$ cat src/rtl/rr_arbiter8_if.sv
// rr_arbiter8_if: request/grant bundle between eight requesters and rr_arbiter8.
interface rr_arbiter8_if;
    logic [7:0] req;
    logic [7:0] gnt;
    logic [2:0] gnt_idx;
    logic       gnt_valid;
    logic       revoked;
    modport master (input req, output gnt, gnt_idx, gnt_valid, revoked);
    modport slave (output req, input gnt, gnt_idx, gnt_valid, revoked);
endinterface

$ cat src/rtl/rr_arbiter8.sv
// rr_arbiter8: 8-way round-robin arbiter with registered one-hot grant.
// Define ARB_TIMEOUT_EN to revoke any grant held for HOLD_MAX cycles.
module rr_arbiter8 #(
    parameter int HOLD_MAX = 16
) (
    input logic clk,
    input logic rst_n,
    rr_arbiter8_if.master bus
);
    typedef enum logic {IDLE, BUSY} state_t;
    state_t      state;
    logic [2:0]  ptr, idx, off, win;
    logic [7:0]  gnt, cnt, rot;
    logic [15:0] dbl;
    logic        valid, rev, expire;

    if (HOLD_MAX < 2 || HOLD_MAX > 255) begin : g_bad_hold
        $error("rr_arbiter8: HOLD_MAX must lie in 2..255");
    end

    // Rotate so bit 0 is the requester at ptr; the lowest set bit wins.
    always_comb begin
        dbl = {bus.req, bus.req} >> ptr;
        rot = dbl[7:0];
        off = '0;
        for (int i = 7; i >= 0; i--) off = rot[i] ? 3'(i) : off;
        win = ptr + off;
    end

`ifdef ARB_TIMEOUT_EN
    assign expire = cnt == 8'(HOLD_MAX);
`else
    assign expire = 1'b0;
`endif

    always_ff @(posedge clk) begin
        if (!rst_n) begin
            state <= IDLE;
            ptr   <= '0;
            idx   <= '0;
            gnt   <= '0;
            valid <= 1'b0;
            rev   <= 1'b0;
            cnt   <= '0;
        end else begin
            rev <= 1'b0;
            case (state)
                IDLE: if (|bus.req) begin
                    gnt   <= 8'd1 << win;
                    idx   <= win;
                    valid <= 1'b1;
                    cnt   <= 8'd1;
                    state <= BUSY;
                end
                BUSY: if (!bus.req[idx] || expire) begin
                    gnt   <= '0;
                    valid <= 1'b0;
                    rev   <= bus.req[idx];
                    ptr   <= idx + 3'd1;
                    state <= IDLE;
                end else begin
                    cnt <= cnt + {7'd0, cnt != 8'hFF};
                end
                default: state <= IDLE;
            endcase
        end
    end

    assign bus.gnt       = gnt;
    assign bus.gnt_idx   = idx;
    assign bus.gnt_valid = valid;
    assign bus.revoked   = rev;
endmodule

$ cat src/flat_wrapper.sv
// flat-port wrapper written by rule: the top's interface ports become plain ports
module rr_arbiter8_flat 
#(
    parameter int HOLD_MAX = 16
)
  (clk, rst_n, bus_req, bus_gnt, bus_gnt_idx, bus_gnt_valid, bus_revoked);
  rr_arbiter8_if bus_i ();
  input logic clk;
  input logic rst_n;
  input wire logic [$bits(bus_i.req)-1:0] bus_req;
  output wire logic [$bits(bus_i.gnt)-1:0] bus_gnt;
  output wire logic [$bits(bus_i.gnt_idx)-1:0] bus_gnt_idx;
  output wire logic [$bits(bus_i.gnt_valid)-1:0] bus_gnt_valid;
  output wire logic [$bits(bus_i.revoked)-1:0] bus_revoked;
  assign bus_i.req = bus_req;
  assign bus_gnt = bus_i.gnt;
  assign bus_gnt_idx = bus_i.gnt_idx;
  assign bus_gnt_valid = bus_i.gnt_valid;
  assign bus_revoked = bus_i.revoked;
  rr_arbiter8 #(.HOLD_MAX(HOLD_MAX)) u_core (.clk(clk), .rst_n(rst_n), .bus(bus_i));
endmodule
$ cat config.mk
export PLATFORM = sky130hd
export DESIGN_NAME = rr_arbiter8_flat
export DESIGN_NICKNAME = d
export VERILOG_FILES = /design/src/rtl/rr_arbiter8_if.sv /design/src/rtl/rr_arbiter8.sv /design/src/flat_wrapper.sv
export SDC_FILE = /design/constraint.sdc
export NUM_CORES = 1
export LEC_CHECK = 0
export CAP_MARGIN = 10
export CORE_AREA = 2 2 54 56
export DETAILED_ROUTE_END_ITERATION = 16
export DIE_AREA = 0 0 56 58
export PLACE_DENSITY = 0.81
export SLEW_MARGIN = 25
export SYNTH_ARGS = -nofsm -noshare
export SYNTH_HDL_FRONTEND = slang
export SYNTH_SLANG_ARGS = --single-unit
$ cat constraint.sdc
create_clock -name clk -period 2.57 [get_ports clk]
set_input_delay 0.514 -clock clk [delete_from_list [all_inputs] [get_ports clk]]
set_output_delay 0.514 -clock clk [all_outputs]
set_load 0.01 [all_outputs]
# After elaboration in Yosys (flattened, before gate mapping)
# Cells that the tools add are included.
# totals
input_bits,10
reg_bits,16
wordCells,37
out_inout_bits,13
# classes
n_eq_ne,2
bitwise_logic,2
muxes,19
magnitude_cmp,1
addsub,2
shifts,2
n_reduce_logical,4
# op_table
operator,n
$mux 3,8
$mux 8,2
$pmux 8 s2,1
$shr 16x3->8,1
$reduce_or 8->1,1
$shl 1x3->8 const A,1
$reduce_and 2->1,3
$mux 1,5
$lt 3x4->1 const B,1
$pmux 1 s2,2
$add 3x1->3 const B,1
$add 3x3->3,1
$bmux 1 s3,1
$ne 2x1->1 const B,1
$ne 2x2->1 const B,1
$not 1->1,2

# Longest topological paths before layout
# depth
depth_word,13
depth_mapped,13
mapped_depth_nobuf,11

# Least setup slack after synthesis
# No wires, ideal clock.
# synth_path
path_kind,reg-to-reg
startpoint,register u_core.ptr[1]
endpoint,register u_core.gnt[0] (netlist: u_core.bus.gnt[0])
setup_slack_ns,-0.184
n_path_buf,2
arrival_time_ns,2.636
setup_ns,0.117
synth_period_minus_slack_ns,2.754
stages_incl_launch_ff,14
required_ns,2.453
cell_sequence,dfxtp_1 > buf_6 > buf_2 > mux2_2 > o21ai_0 > a21oi_1 > a31oi_1 > a31oi_1 > nand3_1 > ha_1 > inv_1 > fa_1 > xor2_2 > a32o_1
# synth_between
elab_chain_cells,13
# synth_rtl
item,line,rtl
"start, declared",rr_arbiter8.sv:12,"logic [2:0] ptr, idx, off, win;"
"start signal, assigned",rr_arbiter8.sv:59,ptr <= idx + 3'd1;
$shr 16x3->8,rr_arbiter8.sv:23,"dbl = {bus.req, bus.req} >> ptr;"
$mux 3 (8 in a row),rr_arbiter8.sv:26,for (int i = 7; i >= 0; i--) off = rot[i] ? 3'(i) : off;
$add 3x3->3 *,rr_arbiter8.sv:27,win = ptr + off;
$shl 1x3->8 *,rr_arbiter8.sv:49,gnt <= 8'd1 << win;
$mux 8 *,rr_arbiter8.sv:48,IDLE: if (|bus.req) begin
$pmux 8 s2 *,rr_arbiter8.sv:47,case (state)
"end signal, assigned",rr_arbiter8.sv:49,
"end, declared",rr_arbiter8.sv:13,"logic [7:0] gnt, cnt, rot;"
# Mark *: on every way between the ends. The rest lies on a longest branch, timed or not. The select of a mux whose other input is x is not followed.
# A chain may end at the register's enable or synchronous reset.

# Worst setup path in the final report
# layout_path
startpoint,register u_core.ptr[1]
endpoint,register u_core.gnt[5] (netlist: u_core.bus.gnt[5])
# Same word-level chain as after synthesis.

==> impl_metrics.toml <==
[routing]
dr.first_iter.drc_count = 29
post-route-drc-count = 0
firstDrtPassIters = 4
wirelength_um = 3630
ant_nets = 0
routed_wire_length_per_instance_um = 16.4
detailroute.via_count = 1332
routed_via_density = 6.03

[clock_network]
cts.sinks = 16
clk_tree_root_cell = "sky130_fd_sc_hd__clkbuf_4"
cts_made_buffers = 3
h-tree-depth = 1
insertion_delay_of_the_later_clocked_pin_in_the_worst_skew_pair_ps = 290
worst_setup_hold_path_clk_slew_ps = 100
max-clock-path-buffers = 2
cts_tree = "built"
cts.hold.buffers_added = 0

[synth]
synth-seq-area-share_pct = 27.3
yosys_warnings = 0
synthTopCellsByArea = "sky130_fd_sc_hd__dfxtp_1 27%, sky130_fd_sc_hd__mux2i_1 6.8%, sky130_fd_sc_hd__nand2_1 5.1%, sky130_fd_sc_hd__nor2_1 4.8%, sky130_fd_sc_hd__mux4_2 3.8%"
synthesis.area_per_instance_um2 = 8.26
post_synth_num_cell_types = 45
synth-seq-cells = 16
mappedNetlistNets = 155
yosys.area.top_type = "sky130_fd_sc_hd__dfxtp_1"
cell_area_after_synthesis_um2 = 1170
number_of_flops_mapped_to_enable_cells_by_yosys = 0
syn-instance-count = 142
postSynth.asyncResetShare_pct = 0
main_combinational_cell_family_by_area_after_synthesis = "simple AND/OR/NAND/NOR gates"
synthFlopType = "sky130_fd_sc_hd__dfxtp_1"
fraction_of_the_mapped_netlist_area_in_simple_logic_gates_pct = 24.5
synthAdderAreaFrac_pct = 4.80
synth-xor-area-share_pct = 3.52
synth_top_area_share_pct = 27.3
synth.cells.most_frequent = "16 x sky130_fd_sc_hd__dfxtp_1, 16 x sky130_fd_sc_hd__nand2_1, 15 x sky130_fd_sc_hd__nor2_1, 8 x sky130_fd_sc_hd__mux2i_1, 6 x sky130_fd_sc_hd__nor3_1"
synth.mux.area_fraction_pct = 13.5
synth-compound-area-share_pct = 21.4

[sta]
maxSlewViolCount = 0
unrepaired_setup_endpoints_after_global_routing = "yes"
worst-slew-pin-transition_ps = 610
timing.final.hold_violations = 0
final.setup.worst_slack_ps = -98.1
fmax_mhz = 375
setup_viol_count_final = 9
slew_headroom_pct = 59.2
min_period_over_period_pct = 104
finalSetupTns_ps = -556
clock_skew_ps = 5.47
shortest_period_the_worst_path_allows_ps = 2670

[global_routing]
grt_first_pass_wirelength_um = 6020
vias_in_the_first_global_route = 1314
initial_antenna_violation_count = 0
grt_remaining_overflow = 0
globalRouteTotalUtil_pct = 23.9
pin_count_of_the_biggest_net_entering_global_routing = 16

[placed_design]
gpl.final_weighted_congestion = 0.836
detailed_place_hpwl_um = 2560
dpl.cell_count = 207
port_buffers = 21

[setup_path]
kind_of_critical_path = "flop to flop"
timing.critical_path.buf_inv = 3
max_stage_delay_ps = 620
kind_of_capture_point_of_the_worst_setup_path = "flop"
crit-reg2reg-capture = "u_core.bus.gnt[5]"
cp_slowest_cell = "sky130_fd_sc_hd__fa_2"
top_cell_family_by_delay_on_the_critical_path = "simple AND/OR/NAND/NOR gates"
r2r_start = "u_core.ptr[1]"
reg2reg_depth = 12
critical_path.cell_chain = "buf_6 -> buf_4 -> buf_4 -> nor3_2 -> nor3_1 -> nor2_1 -> nor2_1 -> o21ai_2 -> a31oi_2 -> fa_2 -> nand4_1 -> o2bb2ai_1"
timing.reg2reg.setup_slack_ps = -100
timing.critical_path.from_type = "flop"
critical_path_peak_fanout = 6
worst-endpoint-required_ps = 2790
crit_arrival_ps = 2890

[run_status]
run_status = "complete, but fails checks"
failed_checks = "negative setup slack"

[pwr]
leakagePower_nw = 0.722
vdd_ir_drop_max_mv = 0.632
powerDensity_nw_per_um2 = 938

[layout]
number_of_cells_in_the_finished_layout_apart_from_fillers = 221
number_of_antenna_cells_inserted = 0
final_nets = 204
layout-area-overhead-vs-synth_pct = 53.5
final_layout_size_suffix_gt1_share_pct = 36.3
final_core_utilization_pct = 67.7

[die]
std_cell_rows = 19
core-area_um2 = 2660
io_pins = 23
die_height_um = 58
die-area_um2 = 3250
floorplan.initialDensity_pct = 44.1
die_x_um = 56

[worst_hold_path]
hold_path_end = "u_core.bus.gnt[1]"
holdCritPathClass = "flop to flop"
start_point_of_the_worst_hold_path = "u_core.bus.gnt[1]"
whs_path_depth = 1

[job]
drv_cap = 0
## worst max path at each step
stage                   from           endpoint  slack (ps)  cells past startpoint
2_1_floorplan     bus_req[2]  u_core.bus.gnt[3]           4                     11
3_3_place_gp      bus_req[3]  u_core.bus.gnt[0]        -570                     12
3_5_place_dp      bus_req[4]  u_core.bus.gnt[2]        -670                     12
4_1_cts        u_core.ptr[1]  u_core.bus.gnt[5]         -20                     12
5_1_grt        u_core.ptr[1]  u_core.bus.gnt[5]        -200                     11
6_report       u_core.ptr[1]  u_core.bus.gnt[5]        -100                     12
## state kept, by name (all words and copies together), names as in the netlist
name                  cells
u_core.bus.gnt            8
u_core.bus.gnt_idx        3
u_core.ptr                3
u_core.bus.gnt_valid      1
u_core.state              1
## metal layers
layer | wire length, um | global-route usage [%] | vias to the layer above
met1 | 1320 | 23.0 | 638
li1 | - | - | 624
met2 | 2030 | 48.1 | 57
met4 | 137 | 14.3 | 0
met3 | 150 | 2.90 | 13
met5 | 0 | 0 | -
## cells in the final DEF (no fill, tap or decap), types with 3 or more instances in the layout
cell	netlist	layout
sky130_fd_sc_hd__mux2i_1	8	4
sky130_fd_sc_hd__o211ai_1	3	3
sky130_fd_sc_hd__clkdlybuf4s50_1	0	13
sky130_fd_sc_hd__or3_1	3	3
sky130_fd_sc_hd__o21ai_2	0	3
sky130_fd_sc_hd__dlygate4sd2_1	0	5
sky130_fd_sc_hd__a22o_1	4	4
sky130_fd_sc_hd__buf_4	1	27
sky130_fd_sc_hd__clkbuf_4	0	3
sky130_fd_sc_hd__a21oi_1	5	3
sky130_fd_sc_hd__mux2_4	0	3
sky130_fd_sc_hd__nand2_1	16	16
sky130_fd_sc_hd__dfxtp_1	16	15
sky130_fd_sc_hd__nor3_2	0	4
sky130_fd_sc_hd__a31oi_1	5	4
sky130_fd_sc_hd__nand3_1	5	5
sky130_fd_sc_hd__buf_6	1	4
sky130_fd_sc_hd__nor2_1	15	13
sky130_fd_sc_hd__nor3b_1	4	3
## per-stage QoR
stage          power [W]  instance area, um2  worst slack (ps)  hold slack [ps]
2_1_floorplan   0.000985                1200              3.65              490
3_3_place_gp     0.00129                1560              -574              449
3_5_place_dp     0.00133                1560              -671              463
4_1_cts          0.00163                1760             -19.8              484
5_1_grt          0.00180                1800              -199              505
6_report         0.00169                1800             -98.1              481
## cells by family after synthesis
kind of cell | Yosys count
AO/OA/AOI/OAI | 35
buffers and inverters | 11
adder cells (fa/ha/maj) | 4
multiplexers | 13
other | 1
XOR/XNOR | 3
flip-flops | 16
AND/OR/NAND/NOR | 59
## power by group
part,internal [W],switching (W)
logic,0.000570,0.000528
clock network,0.0000864,0.0000842
registers,0.000327,0.0000938
## final cells by class
| cell class | instances | area, um2 |
|---|---|---|
| Tap cell | 31 | 38.8 |
| Sequential cell | 16 | 324 |
| Fill cell | 219 | 861 |
| Timing Repair Buffer | 52 | 453 |
| Multi-Input combinational cell | 115 | 938 |
| Inverter | 3 | 11.3 |
| Clock buffer | 4 | 36.3 |
## repair_timing
action | in CTS | in global routing
buffers inserted | 8 | 2
pin swaps | 23 | 10
gates resized for setup | 39 | 6
cloned | 0 | 0
setup endpoints to repair | 11 | 10
No activity file was read; power rests on OpenSTA's default activity.
